`src/rtl/vending_disp_decoder.sv`:
```
// vending_disp_decoder
// Watches the vending machine's two 7-segment digits and its done flag.
// It turns the display back into a binary credit value and ignores glitches.
// A record is queued for each settled change.
// It also counts completed vends.
module vending_disp_decoder #(
  parameter int STABLE_CYCLES = 4,
  parameter int DEPTH         = 4
) (
  input  logic       clock,
  input  logic       reset,
  input  logic       done_in,
  input  logic [6:0] lsb7seg_in,
  input  logic [6:0] msb7seg_in,
  output logic       rec_valid,
  input  logic       rec_ready,
  output logic [6:0] rec_value,
  output logic       rec_done,
  output logic       rec_err,
  output logic [6:0] credit_out,
  output logic [7:0] vend_count,
  output logic       overflow
);

  localparam int PTR_W  = (DEPTH > 1) ? $clog2(DEPTH) : 1;
  localparam int OCC_W  = PTR_W + 1;
  localparam logic [3:0] CNT_MAX    = 4'(STABLE_CYCLES);
  localparam logic [3:0] CNT_ACCEPT = (STABLE_CYCLES > 1) ? 4'(STABLE_CYCLES - 2) : 4'd0;
  localparam logic [OCC_W-1:0] OCC_FULL = OCC_W'(DEPTH);

  // Returns {err, digit}; blank is a legal "0", anything unknown flags err
  function automatic logic [4:0] decode_digit(input logic [6:0] pat);
    logic [4:0] res;
    res = 5'h10;
    case (pat)
      7'h3F:   res = 5'h00;
      7'h06:   res = 5'h01;
      7'h5B:   res = 5'h02;
      7'h4F:   res = 5'h03;
      7'h66:   res = 5'h04;
      7'h6D:   res = 5'h05;
      7'h7D:   res = 5'h06;
      7'h07:   res = 5'h07;
      7'h7F:   res = 5'h08;
      7'h6F:   res = 5'h09;
      7'h00:   res = 5'h00;
      default: res = 5'h10;
    endcase
    return res;
  endfunction

  logic [14:0]      raw_sample;
  logic [14:0]      sample_q;
  logic [3:0]       stable_cnt;
  logic             same_sample;
  logic             accept;

  logic [4:0]       lsb_dec;
  logic [4:0]       msb_dec;
  logic [6:0]       new_value;
  logic             new_err;
  logic             new_done;

  logic             acc_done;
  logic [6:0]       acc_value;
  logic             acc_err;
  logic             push;

  logic [8:0]       mem [DEPTH];
  logic [PTR_W-1:0] wr_ptr;
  logic [PTR_W-1:0] rd_ptr;
  logic [OCC_W-1:0] occupancy;
  logic             fifo_full;
  logic             pop;
  logic             write_en;
  logic [8:0]       head;

  assign raw_sample  = {done_in, msb7seg_in, lsb7seg_in};
  assign same_sample = (raw_sample == sample_q);
  assign accept      = (STABLE_CYCLES == 1) ? 1'b1 : (same_sample && (stable_cnt == CNT_ACCEPT));

  assign lsb_dec   = decode_digit(lsb7seg_in);
  assign msb_dec   = decode_digit(msb7seg_in);
  assign new_value = 7'(msb_dec[3:0]) * 7'd10 + 7'(lsb_dec[3:0]);
  assign new_err   = lsb_dec[4] | msb_dec[4];
  assign new_done  = done_in;

  assign push = accept && ({new_done, new_value, new_err} != {acc_done, acc_value, acc_err});

  assign rec_valid = (occupancy != '0);
  assign fifo_full = (occupancy == OCC_FULL);
  assign pop       = rec_valid & rec_ready;
  assign write_en  = push && (!fifo_full || pop);
  assign head      = mem[rd_ptr];

  assign rec_done   = rec_valid ? head[8]   : 1'b0;
  assign rec_value  = rec_valid ? head[7:1] : 7'd0;
  assign rec_err    = rec_valid ? head[0]   : 1'b0;
  assign credit_out = acc_value;

  // Sample register and run-length counter that decide when the display has settled
  always_ff @(posedge clock or negedge reset) begin
    if (!reset) begin
      sample_q   <= '0;
      stable_cnt <= '0;
    end else begin
      sample_q <= raw_sample;
      if (!same_sample) begin
        stable_cnt <= '0;
      end else if (stable_cnt != CNT_MAX) begin
        stable_cnt <= stable_cnt + 4'd1;
      end
    end
  end

  // Accepted display state, updated even when its record is dropped
  always_ff @(posedge clock or negedge reset) begin
    if (!reset) begin
      acc_done   <= 1'b0;
      acc_value  <= '0;
      acc_err    <= 1'b0;
      vend_count <= '0;
    end else if (push) begin
      acc_done  <= new_done;
      acc_value <= new_value;
      acc_err   <= new_err;
      if (new_done && !acc_done) begin
        vend_count <= vend_count + 8'd1;
      end
    end
  end

  // Record storage; entries are only observed through the valid-gated head
  always_ff @(posedge clock) begin
    if (write_en) begin
      mem[wr_ptr] <= {new_done, new_value, new_err};
    end
  end

  // FIFO pointers, occupancy and sticky overflow flag
  always_ff @(posedge clock or negedge reset) begin
    if (!reset) begin
      wr_ptr    <= '0;
      rd_ptr    <= '0;
      occupancy <= '0;
      overflow  <= 1'b0;
    end else begin
      if (write_en) begin
        wr_ptr <= wr_ptr + PTR_W'(1);
      end
      if (pop) begin
        rd_ptr <= rd_ptr + PTR_W'(1);
      end
      case ({write_en, pop})
        2'b10:   occupancy <= occupancy + OCC_W'(1);
        2'b01:   occupancy <= occupancy - OCC_W'(1);
        default: occupancy <= occupancy;
      endcase
      if (push && fifo_full && !pop) begin
        overflow <= 1'b1;
      end
    end
  end

endmodule

```
`config.mk`:
```
export PLATFORM = sky130hd
export DESIGN_NAME = vending_disp_decoder
export DESIGN_NICKNAME = d
export VERILOG_FILES = /design/src/rtl/vending_disp_decoder.sv
export SDC_FILE = /design/constraint.sdc
export NUM_CORES = 1
export LEC_CHECK = 0
export CORE_MARGIN = 3
export CORE_UTILIZATION = 59
export CTS_BUF_LIST = sky130_fd_sc_hd__clkbuf_8
export CTS_CLUSTER_DIAMETER = 50
export CTS_CLUSTER_SIZE = 30
export DETAILED_ROUTE_END_ITERATION = 8
export PLACE_DENSITY_LB_ADDON = 0.15
export SLEW_MARGIN = 10
export SYNTH_ARGS = -nofsm -noshare
export SYNTH_HDL_FRONTEND = slang
export SYNTH_SLANG_ARGS = --single-unit
```
`constraint.sdc`:
```
create_clock -name clock -period 4.2 [get_ports clock]
set_input_delay 0.84 -clock clock [delete_from_list [all_inputs] [get_ports clock]]
set_output_delay 0.84 -clock clock [all_outputs]
set_load 0.01 [all_outputs]
```
==> run summary, run 1 <==
The global-route usage over all layers came out at 24.35%. The total length of routed met2 wires is 5281 µm. The worst voltage drop across the vdd grid came out at 0.1725 mV. The H-tree depth came out at 3. The largest total area in the synthesized netlist belongs to dfrtp_1. The detailed router finished its first iteration with 246 violations.

During placement, the flow inserted port buffers numbering 43. The worst setup path is launched from an input port. The maximum root-to-sink buffer count came out at 2.

The critical path data arrival time came out at 4.82 ns. After synthesis, the cell types taking the most area are dfrtp_1, edfxtp_1, mux4_2. The area share of the largest cell type after synthesis is 26.24%.

The routed design could run at a clock period as short as 4.571 ns. The met3 wire length is 415 µm. The length of the first detailed-routing pass in iterations came out at 4. The worst hold path begins at overflow$_DFFE_PN0P_.

The detailed router placed 3093 vias in this run. Once placement finished, the instance area stood at 5102 µm². The run finished, with violations left. The wire length per cell after detailed routing is 18.40 µm. The max-slew violation count came out at 0.

The most frequent cell after synthesis is dfrtp_1. The count of flip-flops with a built-in enable after synthesis came out at 36. The floorplan row count came out at 30.

The min-delay analysis places its worst path in the category reg -> reg. The leakage power figure came out at 2.347 nW. The share of synthesized flip-flops with an asynchronous set or reset is 55.00%. Derived from the worst setup path, the maximum achievable clock frequency is 218.8 MHz. The post-layout worst setup margin is -0.3712 ns. The initial utilization of the core area, before any placement, comes to 61.43%. The aggregate global routing overflow is 0.

The post-route netlist has 35.10% of its cells at a drive strength greater than 1. The required time at the endpoint of the critical path came out at 4.45 ns. The transition at the pin with the smallest max-transition slack came out at 1.003 ns. Entering global routing, the biggest net connects 45 pins. For the final database, setup skew stands at 0.01913 ns. The destination of the worst hold path is overflow$_DFFE_PN0P_. The total count of hold-check failures in the final report is 0.

After synthesis, the most frequently instantiated cells are dfrtp_1, edfxtp_1, xor2_1. The clock net sink count is 80. The relative slew slack came out at 33.13%. In the synthesized netlist the dominant register cell turns out to be dfrtp_1. Detailed placement ended at an HPWL of 6297 µm. The cts-stage hold buffer count is 0.

The latest clock arrival within the worst-skew pair is 0.37 ns. The initial antenna violation count was 0. The length in cells of the worst reg-to-reg path is 10. The number of different library cells used by synthesis comes to 56. The clock transition at the registers of the reported paths came out at 0.08 ns.

The sequential cell area fraction in the yosys report is 52.00%. The routed wire length is 10100 µm. Counting every net in the synthesized netlist gives 377. Setup violations remaining at the end of the flow were counted as 2.

The worst hold path stage count came out at 1. The area of all placed cells without fillers is 5664 µm². The detailed-route wire length on metal 1 came out at 4216 µm. The number of antenna-violating nets in the routed design is 0. The post-synthesis sequential element count is 80. The net count of the finished layout is 484. The final hold slack is 0.4777 ns. The highest metal layer with signal wires is met4. The worst setup path is of the in -> reg kind.

In this run the vertical extent of the chip is 90.34 µm. STA classifies the critical path endpoint as a flop. The average instance in the mapped netlist occupies 12.31 µm².

Compared with the post-synthesis result, the final layout area differs by 34.97%. Setup slack on the worst reg-to-reg path comes out at 1.16 ns. The number of fillers in the final layout came out at 376. For this run, design rule violations remaining after detail routing come to 0.

The die covers 8160 µm². The number of top-level pins is 44. The number of global-route vias before repair came out at 3227. TritonCTS created 9 clock buffers. The count of yosys warnings during synthesis came out at 0.

0 antenna diodes ended up in the layout. The checks that failed: setup timing. The first global-routing pass estimated 15750 µm of wire. The routed via count divided by cell count came out at 5.634. The share of the clock period used by the worst path is 108.8%.

Routability-driven placement finished with a final weighted congestion of 0.8674. Setup repair after global routing could not meet its margin everywhere. The number of instances in the synthesized netlist is 341.

The final core area utilization is 82.91%. The max-cap violation count is 0. The clock tree from TritonCTS is done. For this design the ratio of total power to cell area is 369.3 nW/µm².

After floorplanning, the core was sized to cover 6832 µm². The width of the chip is 90.34 µm. The maximum fanout along the worst path came out at 3. The root buffer cell is clkbuf_8.

In this run the critical register-to-register path is launched from sample_q[3]$_DFF_PN0_. The post-synthesis instance area came out at 4197 µm². The endpoint of the worst register-to-register path is occupancy[1]$_DFFE_PN0P_.
[repair_timing]
item,4_1_cts,5_1_grt
pin swaps,16,25
resized for setup,50,46
setup endpoints to repair,56,56
setup buffers,8,10
[critical path: stages]
cell and delay, ns:
buf_8 0.10, or4b_4 0.54, a21oi_4 0.15, a41o_1 0.20
ha_4 0.24, ha_4 0.22, nor2b_4 0.12, o21a_1 0.20
xnor3_1 0.40, nand4_1 0.19, nor4_4 0.31, a21oi_2 0.12
nor2_4 0.12, fa_2 0.46, or2_4 0.24, mux2_4 0.25
o2111a_1 0.13
[placed cells by master, fill, tap and decap left out, types with 4 or more instances in the layout]
cell type        Yosys  layout
a21oi_1              9       4
a21oi_2              1       5
and2_1              10      10
and3_4               0       4
buf_4                1      68
buf_6                3       7
clkbuf_8             0       9
clkdlybuf4s50_1      0      28
dfrtp_1             44      44
dlymetal6s2s_1       0       6
edfxtp_1            36      36
ha_1                15      11
ha_4                 0       4
inv_1               13      12
mux2_2               8       7
mux4_2               9       9
nand2_1             17      16
nand3_1             18      14
nand4_1              6       6
nor2_1              21      18
nor3_1               7       5
nor4_1               5       4
o211ai_1             4       4
o21ai_0             10       8
xnor2_1             18      18
xor2_1              22      18
xor2_2               0       4
[cell families (layout without fill, tap and decap cells)]
| family | after synthesis | count (layout) | share of synthesized area, % |
|---|---|---|---|
| compound gates | 39 | 39 | 7.007 |
| xor+xnor | 42 | 42 | 9.451 |
| fa+ha+maj | 18 | 18 | 5.903 |
| buf+inv | 31 | 143 | 3.578 |
| flops | 80 | 80 | 52.00 |
| mux | 20 | 20 | 7.811 |
| simple gates | 111 | 111 | 14.25 |
[state kept, by name, indices dropped and copies added (netlist names)]
name,cells
sample_q,15
overflow,1
mem,36
stable_cnt,4
wr_ptr,2
occupancy,3
credit_out,7
vend_count,8
acc_err,1
rd_ptr,2
acc_done,1
[power breakdown]
| part | internal, W | switching [W] |
|---|---|---|
| clock | 0.000270 | 0.000287 |
| combinational | 0.000357 | 0.000249 |
| sequential | 0.000845 | 0.0000839 |
| total | 0.00147 | 0.000620 |
[layer usage]
metal	vias to the layer above	global-route usage, %
met3	18	4.250
li1	1440	-
met4	0	8.546
met2	86	42.50
met5	-	0
met1	1549	30.71
[per-stage QoR]
stage / TNS (ns) / cells / power (W) / setup WS (ns)
after floorplan: -1.169 / 341 / 0.001245 / -0.6802
after global placement: -32.34 / 516 / 0.001484 / -0.9988
after detailed placement: -38.87 / 516 / 0.001509 / -1.147
after CTS: -0.7196 / 540 / 0.002061 / -0.4214
after global routing: -4.453 / 549 / 0.002189 / -0.5296
final: -0.5139 / 549 / 0.002092 / -0.3712
[how the worst max path moves through the flow]
stage	startpoint	end	slack (ns)	cells past startpoint
after floorplan	msb7seg_in[3]	occupancy[1]$_DFFE_PN0P_	-0.68	17
after global placement	msb7seg_in[2]	occupancy[1]$_DFFE_PN0P_	-1.0	20
after detailed placement	msb7seg_in[2]	occupancy[1]$_DFFE_PN0P_	-1.15	20
after CTS	msb7seg_in[3]	occupancy[1]$_DFFE_PN0P_	-0.42	18
after global routing	msb7seg_in[3]	occupancy[1]$_DFFE_PN0P_	-0.53	19
final	msb7seg_in[3]	occupancy[1]$_DFFE_PN0P_	-0.37	17
[layout make-up]
type | instances | area [µm²] | share of cell area (%)
clock buffer | 9 | 123.9 | 2.187
clock inverter | 7 | 61.31 | 1.082
inverter | 13 | 48.80 | 0.8615
tap | 96 | 120.1 | 2.121
multi-input combinational | 230 | 2130 | 37.60
sequential | 80 | 2182 | 38.52
timing repair buffer | 114 | 998.5 | 17.63
(Power assumes the default switching activity.)
==> run 2, diff against run 1 <==
- CTS_CLUSTER_DIAMETER: 50 -> 100
==> results of run 2 <==
No change in the layout: final DEF, timing and power equal those of run 1.
==> run 3, diff against run 2 <==
- HOLD_SLACK_MARGIN: not set -> 0.06
- MAX_ROUTING_LAYER: not set -> met4
==> run 3 against run 2 <==
The run still ends with setup timing left. Die area did not move. Final cell count did not move. First-iteration DRC count fell by 24%. Register-to-register slack improved by 0.02 ns. Final area did not move. Critical path type unchanged. Critical endpoint unchanged.
==> run summary, run 3 (same netlist as run 1, synthesis figures left out) <==
The required time at the endpoint of the critical path is 4.45 ns (about the same). The die outline area came out at 8160 µm² (unchanged). The global-route usage over all layers is 25.04% (+0.69 points). The wire length per cell after detailed routing came out at 18.62 µm (+1.2%). The endpoint of the worst register-to-register path is occupancy[1]$_DFFE_PN0P_. The routed wire length came to 10220 µm (+1.2%). The height of the die came to 90.34 µm (unchanged). The checks that failed: setup timing. The quantity of I/O buffers inserted on ports came to 43 (unchanged). The clock net sink count is 80 (unchanged).

The worst hold path begins at overflow$_DFFE_PN0P_. The total count of hold-check failures in the final report came out at 0 (unchanged). The length in cells of the worst reg-to-reg path is 10 (unchanged).

The share of the clock period used by the worst path was 109.2% (+0.36 points). The area of the multi-input gates is 2130 µm² (unchanged). The post-layout worst setup margin is -0.3864 ns (-0.01522 ns). The layout cell share with drive strength beyond 1 came out at 35.10% (unchanged). The final hold slack came out at 0.4790 ns (+0.001278 ns). The routed via count divided by cell count came out at 5.694 (+1.1%). The width of the chip came out at 90.34 µm (unchanged). The max-slew violation count is 0 (unchanged).

The top cell types in the final layout, fill and taps aside, are buf_4, dfrtp_1, edfxtp_1. The final setup violation count came out at 25 (+23). The number of fillers in the final layout is 376 (unchanged). The number of vias in the routed layout came out at 3126 (+1.1%). The largest registers in the layout are mem: 36 flops, sample_q: 15 flops, vend_count: 8 flops. The wire length of the first global-routing pass is 15750 µm (unchanged). Clock tree synthesis selected as its root buffer the cell clkbuf_8.

The total area of sequential cells is 2182 µm² (unchanged). The relative slew slack came out at 31.40% (-1.7 points). The library cell used most frequently in the layout, excluding fill and tap cells, is buf_4. Counting flops per register, the top entry is mem. The worst voltage drop across the vdd grid is 0.1729 mV (+0.19%). The area of the core region is 6832 µm² (unchanged).

The number of remaining DRC errors is 0 (unchanged). The post-DP HPWL came to 6297 µm (unchanged). The floorplan row count came out at 30 (unchanged). The maximum clock skew at final layout is 0.01985 ns (+0.0007189 ns). The pin count of the biggest net entering global routing is 45 (unchanged). The maximum root-to-sink buffer count is 2 (unchanged). The worst setup path is of the in -> reg kind.

The H-tree depth came out at 3 (unchanged). TritonCTS built the clock tree. The flow ran to the end, but the final reports show violations. The minimum clock period is 4.586 ns (+0.01522 ns). The critical path data arrival time came out at 4.84 ns (+0.02 ns). The initial antenna violation count is 0 (unchanged). The leakage power figure came to 2.347 nW (unchanged). The number of top-level pins came out at 44 (unchanged).

STA classifies the critical path endpoint as a flop. The path class of the lowest-slack min-delay path is reg -> reg. The kind of start point of the critical path is an input port. The path with the worst hold slack has its endpoint at overflow$_DFFE_PN0P_. The initial detailed-routing violation count was 188 (-24%). The starting utilization of the core area is 61.43% (unchanged).

The length of the first detailed-routing pass in iterations is 4 (unchanged). The final core area utilization came out at 82.91% (unchanged). The clock transition at the registers of the reported paths is 0.08 ns (about the same). The worst hold path stage count came out at 1 (unchanged). The clock buffer count from CTS came out at 9 (unchanged). The aggregate global routing overflow is 0 (unchanged).

The weighted congestion at the end of routability-driven global placement is 0.8815 (+1.6%). The latest clock arrival within the worst-skew pair was 0.36 ns (about the same). The max-cap violation count came out at 0 (unchanged). The maximum fanout along the worst path came out at 3 (unchanged). The number of antenna-violating nets in the routed design was 0 (unchanged). The number of antenna diodes is 0 (unchanged).

The ratio of total power to cell area is 369.9 nW/µm² (+0.18%). The timing-limited maximum frequency came out at 218.0 MHz (-0.33%). Setup repair after global routing could not meet its margin everywhere. The number of global-route vias before repair is 3230 (+0.093%). The cts-stage hold buffer count came out at 0 (unchanged).

The launching point of the worst reg2reg path is sample_q[6]$_DFF_PN0_. The post-synthesis to final-layout area growth came out at 34.97% (unchanged). The flip-flop count of the largest register after layout is 36 (unchanged). The number of nets in the final layout is 484 (unchanged). The transition at the pin with the smallest max-transition slack came out at 1.029 ns (+0.02600 ns). The setup slack of the worst register-to-register path is 1.18 ns (+0.02 ns).
## run 3: cell counts in the layout (fill, tap and decap cells not counted)
Identical to the previous run, type by type.
## run 3: layer usage
metal | vias to the layer above | wire [µm] | share of wire, % | track usage [%]
met4 | 0 | 210 | 2.1 | 8.546
met2 | 92 | 5357 | 52 | 42.56
met5 | - | 0 | 0 | -
met1 | 1572 | 4281 | 42 | 30.82
li1 | 1441 | - | - | -
met3 | 21 | 373 | 3.6 | 3.917
## run 3: through the flow
stage | TNS (ns) | instance area (µm²) | setup WS [ns] | power [W] | instances
floorplan | -1.169 | 4290 | -0.6802 | 0.001245 | 341
global placement | -32.34 | 5102 | -0.9988 | 0.001484 | 516
detailed placement | -38.87 | 5102 | -1.147 | 0.001509 | 516
CTS | -0.7196 | 5419 | -0.4214 | 0.002061 | 540
global route | -4.664 | 5664 | -0.5347 | 0.002187 | 549
finish | -0.6761 | 5664 | -0.3864 | 0.002095 | 549
## run 3: where the power goes
group / internal (W) / leakage, nW / switching [W]
Sequential: 0.000845 / 0.854 / 0.0000846
Combinational: 0.000357 / 1.39 / 0.000250
Clock: 0.000270 / 0.102 / 0.000289
## run 3: worst max-delay path by stage
| stage | from | end | slack, ns |
|---|---|---|---|
| final | msb7seg_in[3] | occupancy[1]$_DFFE_PN0P_ | -0.39 |
| after floorplan | msb7seg_in[3] | occupancy[1]$_DFFE_PN0P_ | -0.68 |
| after detailed placement | msb7seg_in[2] | occupancy[1]$_DFFE_PN0P_ | -1.15 |
| after global placement | msb7seg_in[2] | occupancy[1]$_DFFE_PN0P_ | -1.0 |
| after global routing | msb7seg_in[3] | occupancy[1]$_DFFE_PN0P_ | -0.53 |
| after CTS | msb7seg_in[3] | occupancy[1]$_DFFE_PN0P_ | -0.42 |
## run 3: final cells by class
cell class / instances / share of cell area [%]
sequential: 80 / 38.52
tap: 96 / 2.121
multi-input combinational: 230 / 37.60
clock buffer: 9 / 2.187
clock inverter: 7 / 1.082
inverter: 13 / 0.8615
timing repair buffer: 114 / 17.63
## run 3: repair_timing
action                     in CTS  in global routing
gates cloned                    0                  0
setup endpoints to repair      56                 56
resized for setup              50                 46
setup buffers                   8                 10
pin swaps                      16                 25
## run 3: worst max-delay path, cell delays in order
cell and delay [ns]:
buf_8 0.10, or4b_4 0.54, a21oi_4 0.15, a41o_1 0.20
ha_4 0.24, ha_4 0.22, nor2b_4 0.12, o21a_1 0.20
xnor3_1 0.41, nand4_1 0.19, nor4_4 0.31, a21oi_2 0.13
nor2_4 0.12, fa_2 0.46, or2_4 0.24, mux2_4 0.25
o2111a_1 0.13
